<file path="src/rtl/pc_file.sv">
// ---------------------------------------------------------------------------
// pc_file: multi-hart program-counter file and next-PC generator for a
// barrel-threaded fetch front end. Each hart is either READY (its pc may be
// fetched) or INFLIGHT (one instruction outstanding, waiting for execute to
// resolve it). A round-robin arbiter picks one READY, enabled hart per fetch
// slot. Execute resolution loads the hart's pc with the next PC and returns
// the hart to READY. Nothing is speculative.
//
// Ports
//   clock, reset                 clock; synchronous active-high reset
//   hart_en_i       [NHART]      per-hart runnable mask (gates new issue only)
//   fetch_ready_i                fetch accepts an address this cycle
//   fetch_valid_o                some hart is READY and enabled
//   fetch_hart_o    [HART_W]     selected hart
//   fetch_pc_o      [XLEN]       pc of the selected hart
//   ex_valid_i                   execute resolves one instruction
//   ex_hart_i       [HART_W]     hart of the resolving instruction
//   ex_pc_i         [XLEN]       pc of the resolving instruction
//   ex_compressed_i              resolving instruction is 16-bit
//   s_jump_i, s_jalr_i, s_branch_i, s_branch_zero_i, s_exception_i, alu_z_i
//                                decode/ALU controls
//   imm_i, alu_o_i, csr_pc_i [XLEN] branch offset, jump target, trap target
//   branch_take_o                conditional branch is taken
//   misaligned_o                 jump/taken-branch target is misaligned
// ---------------------------------------------------------------------------
module pc_file #(
    parameter int              XLEN         = 32,
    parameter int              NHART        = 4,
    parameter logic [XLEN-1:0] RESET        = '0,
    parameter logic [XLEN-1:0] RESET_STRIDE = '0,
    parameter bit              C_EXT        = 1'b0,
    localparam int             HART_W       = $clog2(NHART)
) (
    input  logic              clock,
    input  logic              reset,
    input  logic [NHART-1:0]  hart_en_i,
    input  logic              fetch_ready_i,
    output logic              fetch_valid_o,
    output logic [HART_W-1:0] fetch_hart_o,
    output logic [XLEN-1:0]   fetch_pc_o,
    input  logic              ex_valid_i,
    input  logic [HART_W-1:0] ex_hart_i,
    input  logic [XLEN-1:0]   ex_pc_i,
    input  logic              ex_compressed_i,
    input  logic              s_jump_i,
    input  logic              s_jalr_i,
    input  logic              s_branch_i,
    input  logic              s_branch_zero_i,
    input  logic              s_exception_i,
    input  logic              alu_z_i,
    input  logic [XLEN-1:0]   imm_i,
    input  logic [XLEN-1:0]   alu_o_i,
    input  logic [XLEN-1:0]   csr_pc_i,
    output logic              branch_take_o,
    output logic              misaligned_o
);

    // Per-hart state: 1 = INFLIGHT, 0 = READY.
    logic [NHART-1:0]            inflight_q, inflight_d;
    logic [NHART-1:0][XLEN-1:0]  pc_q, pc_d;
    logic [HART_W-1:0]           last_q, last_d;

    logic [NHART-1:0]  elig;
    logic              sel_vld;
    logic [HART_W-1:0] sel;
    logic              issue, resolve;
    logic [XLEN-1:0]   jump_tgt, br_tgt, chk_tgt, seq_pc, npc;
    logic              tgt_used, tgt_bad;

    assign elig    = hart_en_i & ~inflight_q;
    assign issue   = sel_vld && fetch_ready_i;
    // Responses for READY harts (e.g. stale ones across a reset) are dropped.
    assign resolve = ex_valid_i && inflight_q[ex_hart_i];

    // Round-robin: first eligible hart starting just after the last issued.
    always_comb begin
        logic [HART_W-1:0] idx;
        sel_vld = 1'b0;
        sel     = '0;
        idx     = '0;
        for (int i = 1; i <= NHART; i++) begin
            idx = last_q + HART_W'(i);
            if (!sel_vld && elig[idx]) begin
                sel_vld = 1'b1;
                sel     = idx;
            end
        end
    end

    // Next-PC datapath.
    assign branch_take_o = s_branch_i && (s_branch_zero_i ~^ alu_z_i);
    assign jump_tgt      = s_jalr_i ? {alu_o_i[XLEN-1:1], 1'b0} : alu_o_i;
    assign br_tgt        = ex_pc_i + imm_i;
    assign seq_pc        = ex_pc_i + (ex_compressed_i ? XLEN'(2) : XLEN'(4));
    assign chk_tgt       = s_jump_i ? jump_tgt : br_tgt;
    // An exception already redirects to csr_pc, so the jump/branch target is
    // never taken and must not raise a second (misalignment) trap.
    assign tgt_used      = !s_exception_i && (s_jump_i || branch_take_o);
    assign tgt_bad       = C_EXT ? chk_tgt[0] : (chk_tgt[1] | chk_tgt[0]);

    always_comb begin
        if (s_exception_i)           npc = csr_pc_i;
        else if (tgt_used && tgt_bad) npc = csr_pc_i;
        else if (s_jump_i)           npc = jump_tgt;
        else if (branch_take_o)      npc = br_tgt;
        else                         npc = seq_pc;
    end

    // State register.
    always_ff @(posedge clock) begin
        if (reset) begin
            inflight_q <= '0;
            last_q     <= HART_W'(NHART - 1);
            for (int h = 0; h < NHART; h++)
                pc_q[h] <= RESET + XLEN'(h) * RESET_STRIDE;
        end else begin
            inflight_q <= inflight_d;
            last_q     <= last_d;
            pc_q       <= pc_d;
        end
    end

    // Next-state logic. An issuing hart is READY and a resolving hart is
    // INFLIGHT, so the two updates never target the same hart.
    always_comb begin
        inflight_d = inflight_q;
        pc_d       = pc_q;
        last_d     = last_q;
        if (issue) begin
            inflight_d[sel] = 1'b1;
            last_d          = sel;
        end
        if (resolve) begin
            inflight_d[ex_hart_i] = 1'b0;
            pc_d[ex_hart_i]       = npc;
        end
    end

    // Outputs.
    always_comb begin
        fetch_valid_o = sel_vld;
        fetch_hart_o  = sel;
        fetch_pc_o    = pc_q[sel];
        misaligned_o  = resolve && tgt_used && tgt_bad;
    end

endmodule

</file>
<file path="config.mk">
export PLATFORM = sky130hd
export DESIGN_NAME = pc_file
export DESIGN_NICKNAME = d
export VERILOG_FILES = /design/src/rtl/pc_file.sv
export SDC_FILE = /design/constraint.sdc
export NUM_CORES = 1
export LEC_CHECK = 0
export ABC_CLOCK_PERIOD_IN_PS = 4600
export CAP_MARGIN = 20
export CORE_UTILIZATION = 40
export DETAILED_ROUTE_END_ITERATION = 8
export PLACE_DENSITY = 0.76
export SLEW_MARGIN = 25
export SYNTH_ARGS = -nofsm -noshare
export SYNTH_HDL_FRONTEND = slang
export SYNTH_SLANG_ARGS = --single-unit
</file>
<file path="constraint.sdc">
create_clock -name clock -period 4.6 [get_ports clock]
set_clock_uncertainty 0.15 [all_clocks]
set_input_delay 0.69 -clock clock [delete_from_list [all_inputs] [get_ports clock]]
set_output_delay 0.69 -clock clock [all_outputs]
set_load 0.01 [all_outputs]
</file>
### Word-level counts from Yosys, hierarchy flattened

Cells that the tools add are included.

* memories: 0
* RAM bits: 0
* input port bits: 145
* word-level logic and storage cells: 79
* bits in registers: 134
* output and inout bits: 37
* latch bits: 0
* memory bits (read-only): 0

* equal/unequal tests: 0
* reductions and logical operators: 17
* $lt $le $gt $ge: 8
* multiplexer cells: 36
* bitwise gates (word level): 7
* add/subtract/negate cells: 5
* divide/modulo/power cells: 0
* $mul: 0
* shifts and indexed selects: 0

Operator list (number)
* two-way mux 32 bit: 6
* bitwise mux 128 bit: 1
* binary-select mux 32 bit (select 2 bit): 1
* demux 32 bit (select 2 bit): 1
* adder 32 x 3 -> 32 bit: 1
* adder 32 bit: 1
* less-than comparator 2 x 3 -> 1 bit, second input constant: 6
* logical AND 1 bit: 12
* two-way mux 1 bit: 12
* binary-select mux 1 bit (select 2 bit): 5
* two-way mux 2 bit: 5
* bitwise AND 4 bit: 2
* two-way mux 4 bit: 2
* inverter 4 bit: 2
* adder 2 bit, second input constant: 2
* demux 1 bit (select 2 bit): 2
* >= comparator 2 x 1 -> 1 bit, second input constant: 2
* zero test 1 bit: 4
* OR 4 bit: 1
* two-way mux 3 bit: 1
* adder 2 x 1 -> 2 bit, second input constant: 1
* logical OR 1 bit: 1
* OR 1 bit: 1
* bitwise XNOR 1 bit: 1

### Depth between registers and ports, before layout

* word-level depth: 22
* mapped depth: 12
* mapped depth without buffers: 11

### Worst setup path after synthesis

Ideal clock, no wire load.

* kind: input to register
* start point: input port ex_pc_i[1]
* end point: register pc_q[125] (netlist name)
* buffers on the path: 1
* data arrival time: 3.348 ns
* data required time: 4.333 ns
* library setup time: 0.117 ns
* stages on the path: 12
* slack: 0.985 ns
* cells stage by stage: ha_1 > inv_1 > fa_1 > nand3b_1 > or2_1 > clkbuf_1 > or4_4 > nor2_2 > xor2_1 > a32o_2 > a221o_2 > a32o_1

* word-level cells in the longest chain between the ends: 7
* elaborated cells on any way between the ends: 10
* classes of those cells: add/sub: 2; mux: 6; bitwise: 1; reduce/logical: 1

RTL lines
* start, declared: RTL line 43 `input logic [XLEN-1:0] ex_pc_i,`
* adder 32 bit: RTL line 93 `assign br_tgt = ex_pc_i + imm_i;`
* two-way mux 2 bit: RTL line 95 `assign chk_tgt = s_jump_i ? jump_tgt : br_tgt;`
* OR 1 bit: RTL line 99 `assign tgt_bad = C_EXT ? chk_tgt[0] : (chk_tgt[1] | chk_tgt[0]);`
* logical AND 1 bit: RTL line 103 `else if (tgt_used && tgt_bad) npc = csr_pc_i;`
* two-way mux 32 bit (*): RTL line 103
* two-way mux 32 bit (*): RTL line 102 `if (s_exception_i) npc = csr_pc_i;`
* bitwise mux 128 bit (*): RTL line 135 `pc_d[ex_hart_i] = npc;`
* end signal, assigned by index: RTL line 115 `pc_q[h] <= RESET + XLEN'(h) * RESET_STRIDE;`
* end signal, assigned: RTL line 119 `pc_q <= pc_d;`
* end, declared: RTL line 60 `logic [NHART-1:0][XLEN-1:0] pc_q, pc_d;`

Every way passes the cells marked *; elsewhere a longest branch is shown, timed or not.
A chain may end at the register's enable or synchronous reset.

### Final worst setup path

* start point: input port hart_en_i[2]
* end point: output port fetch_pc_o[1]

* word-level cells in the longest chain between the ends: 15
* elaborated cells on any way between the ends: 24
* classes of those cells: mux: 17; bitwise: 1; reduce/logical: 6

RTL lines
* start, declared: RTL line 36 `input logic [NHART-1:0] hart_en_i,`
* bitwise AND 4 bit (*): RTL line 70 `assign elig = hart_en_i & ~inflight_q;`
* binary-select mux 1 bit (select 2 bit): RTL line 83 `if (!sel_vld && elig[idx]) begin`
* two-way mux 1 bit (not written as such): RTL line 83
* two-way mux 1 bit: RTL line 83
* zero test 1 bit: RTL line 83
* logical AND 1 bit: RTL line 83
* two-way mux 1 bit: RTL line 83
* zero test 1 bit: RTL line 83
* logical AND 1 bit: RTL line 83
* two-way mux 1 bit: RTL line 83
* zero test 1 bit: RTL line 83
* logical AND 1 bit: RTL line 83
* two-way mux 2 bit (*): RTL line 83
* binary-select mux 32 bit (select 2 bit) (*): RTL line 143 `fetch_pc_o = pc_q[sel];`
* two-way mux 32 bit (not written as such) (*): RTL line 143
* end, declared: RTL line 40 `output logic [XLEN-1:0] fetch_pc_o,`

Every way passes the cells marked *; elsewhere a longest branch is shown, timed or not. The select of a mux whose other input is x is not followed.

==> flow_summary.toml <==
[place]
numPortBuffers = 181
dp.cells = 1623
pre_cts_ws_ns = 0.3543
dp_hpwl_um = 23220
gp_congestion = 1.026

[pwr]
power_density_nw_per_um2 = 316.1
peakVddDrop_v = 0.0001929
leakagePower_uw = 0.004279

[route]
vias = 9721
wire_per_inst_um = 18.82
routed_wl_um = 31090
drc = 0
first_iter_violations = 1044
vias_per_cell = 5.884
dr.pass1.iters = 5
drt.antenna.violating_nets = 0

[cells_and_area]
drive_gt1_share_pct = 6.250
syn_to_final_growth_pct = 30.96
layoutNonFillerInstCount = 1652
multiInputGateArea_um2 = 5724
regArea_um2 = 2683
fin_util_pct = 53.98
fill_cells = 2021
num-nets-final = 1547

[global_routing]
grt.overflow.total = 0
grt_pass1_vias = 8963
grt_max_degree = 45
grt_pass1_wl_um = 48130
grt_use_total_pct = 27.68
antenna_found_initial = 1

[sta]
fin_crit_sh_pct = 93.54
final.setup.tns_ns = 0
slew_violations = 0
setup_viol = 0
finalCriticalPeriod_ns = 4.303
fin_ws_ns = 0.2972
fmax_mhz = 232.4
tightest_slew_ns = 1.030
hold_violations = 0
slew_headroom_pct = 31.33
rsz0062_at_grt = "false"

[worst_setup_path]
critical_path_arrival_ns = 3.46
cp.required_ns = 3.76
r2r-end = "inflight_q[0]$_SDFF_PP0_"
worstSetupPathType = "primary input to primary output"
cp-start-kind = "primary input"
r2r_slack_ns = 2.48
path_max_fanout = 44
crit_start = "hart_en_i[2]"
crit_path_end = "fetch_pc_o[1]"
reg2reg_from = "inflight_q[1]$_SDFF_PP0_"
end_kind = "primary output"
reg2reg_depth = 8

[outcome]
status = "finished clean"

[yosys]
async_reset_ff_share_pct = 0
yosys.area.top_type = "dfxtp_1"
ys_seq_elements = 134
netlist_area_um2 = 8775
synthTopCellsByCount = "292 x nand2_1, 134 x dfxtp_1, 112 x o21ai_0, 69 x clkbuf_1, 61 x a21oi_1"
yosysMostFrequentCell = "nand2_1"
syn-num-nets = 1392
synth_ff_type = "dfxtp_1"
yosysWarningCount = 0
synthTopCellsByArea = "dfxtp_1 31%, nand2_1 12%, o21ai_0 6.4%, ha_1 4.7%, a21oi_1 3.5%"
ys_seq_area_share_pct = 30.57
synth.avg_cell_area_um2 = 7.240
synth_edf_count = 0
synth_top_area_share_pct = 30.57
ys_types = 77
syn-instance-count = 1212

[clock_tree]
clock_path_buffers = 2
cts_tree = "done"
cts_buffers = 17
path_clk_slew_ns = 0.05
cts.htree.levels = 4
cts_setup_buffers = 0
numClockSinks = 134
post_cts_resized = 0
cts_root_buf = "clkbuf_16"
postCtsHoldBufs = 0
clock_latency_ns = 0.41

[die]
num_rows = 53
fp.dieH_um = 150.1
io_pins = 182
core_area_um2 = 21290
dieWidth_um = 150.1
die_area_um2 = 22530
start_util_pct = 41.22

[worst_hold_path]
worstHoldPathType = "flip-flop to flip-flop"

[flow_run]
cap_violations = 0
cell families (layout without fill, tap and decap cells):
| logic type | Yosys count | count (layout) | share of synthesized area (%) |
|---|---|---|---|
| AO/OA/AOI/OAI | 393 | 393 | 28.99 |
| XOR/XNOR | 44 | 44 | 4.392 |
| flip-flops | 134 | 134 | 30.57 |
| adder cells (fa/ha/maj) | 35 | 35 | 5.162 |
| multiplexers | 5 | 5 | 0.7272 |
| AND/OR/NAND/NOR | 497 | 497 | 25.67 |
| buffers and inverters | 104 | 268 | 4.492 |
| other | 0 | 1 | 0 |
through the flow:
| stage | area, um^2 | hold WS (ns) | total power, uW |
|---|---|---|---|
| global route | 11490 | 0.3150 | 3784 |
| global placement | 10920 | 0.2827 | 2319 |
| CTS | 11490 | 0.2999 | 3624 |
| finish | 11490 | 0.2979 | 3633 |
| detailed placement | 10920 | 0.2907 | 2320 |
| floorplan | 8775 | 0.2749 | 1812 |
worst max-delay path: stages:
cell	delay (ns)
clkdlybuf4s50_1	0.48
nor2b_1	0.13
o22ai_1	0.08
o21ai_0	0.19
nand2_1	0.15
nand2_2	0.13
buf_4	0.42
nand2_1	0.10
and3_1	0.20
a31oi_1	0.27
clkdlybuf4s50_1	0.60
routing by layer:
metal,global-route usage [%],wire length [um],up-vias
met2,44.10,14290,447
met3,4.152,2332,56
met4,9.899,788,0
met1,37.80,13680,4537
met5,0,0,-
li1,-,-,4681
worst min path at each step:
stage                                 from                     end  slack [ns]  depth (start not counted)
floorplan             pc_q[0]$_SDFFE_PP0P_    pc_q[0]$_SDFFE_PP0P_        0.27                          2
global placement     pc_q[71]$_SDFFE_PP0P_   pc_q[71]$_SDFFE_PP0P_        0.28                          2
detailed placement  pc_q[113]$_SDFFE_PP0P_  pc_q[113]$_SDFFE_PP0P_        0.29                          2
CTS                  pc_q[90]$_SDFFE_PP0P_   pc_q[90]$_SDFFE_PP0P_        0.30                          2
global route         pc_q[15]$_SDFFE_PP0P_   pc_q[15]$_SDFFE_PP0P_        0.31                          2
finish               pc_q[54]$_SDFFE_PP0P_   pc_q[54]$_SDFFE_PP0P_        0.30                          2
placed cells by master (no fill, tap or decap), types with 8 or more instances in the layout:
cell	netlist	routed
or3_1	8	8
nand4_1	15	15
o31ai_1	8	8
a211oi_1	16	16
a22o_1	29	29
a32o_1	9	9
nand2b_1	12	12
o211ai_1	9	9
and3_1	43	43
a21oi_1	61	61
dfxtp_1	134	134
o21a_1	8	8
xnor2_1	19	19
o21ai_0	112	112
a21o_1	16	16
nor4_1	8	8
ha_1	33	33
nor3_1	18	18
clkdlybuf4s50_1	0	181
a31oi_1	42	41
nand2_1	292	291
nand3_1	21	21
clkbuf_16	0	17
buf_4	0	31
xor2_1	25	25
nor2_1	46	44
inv_1	23	22
o21ai_1	28	28
power breakdown:
part	total, uW	internal, uW	switching, uW
sequential	1200	1180	14.9
clock	1320	856	461
combinational	1120	473	647
total	3630	2510	1120
sequential cells by signal, indices dropped and copies added (netlist names):
name / flops
pc_q: 128
inflight_q: 4
last_q: 2
final cells by class:
class                           count  share of cell area, %
Timing Repair Buffer              213                  17.97
Tap cell                          275                  2.994
Antenna cell                        1                0.02178
Sequential cell                   134                  23.34
Clock inverter                      4                 0.6098
Multi-Input combinational cell    974                  49.81
Inverter                           27                 0.8820
Clock buffer                       24                  4.366
Power figures use the tool's default switching activity.
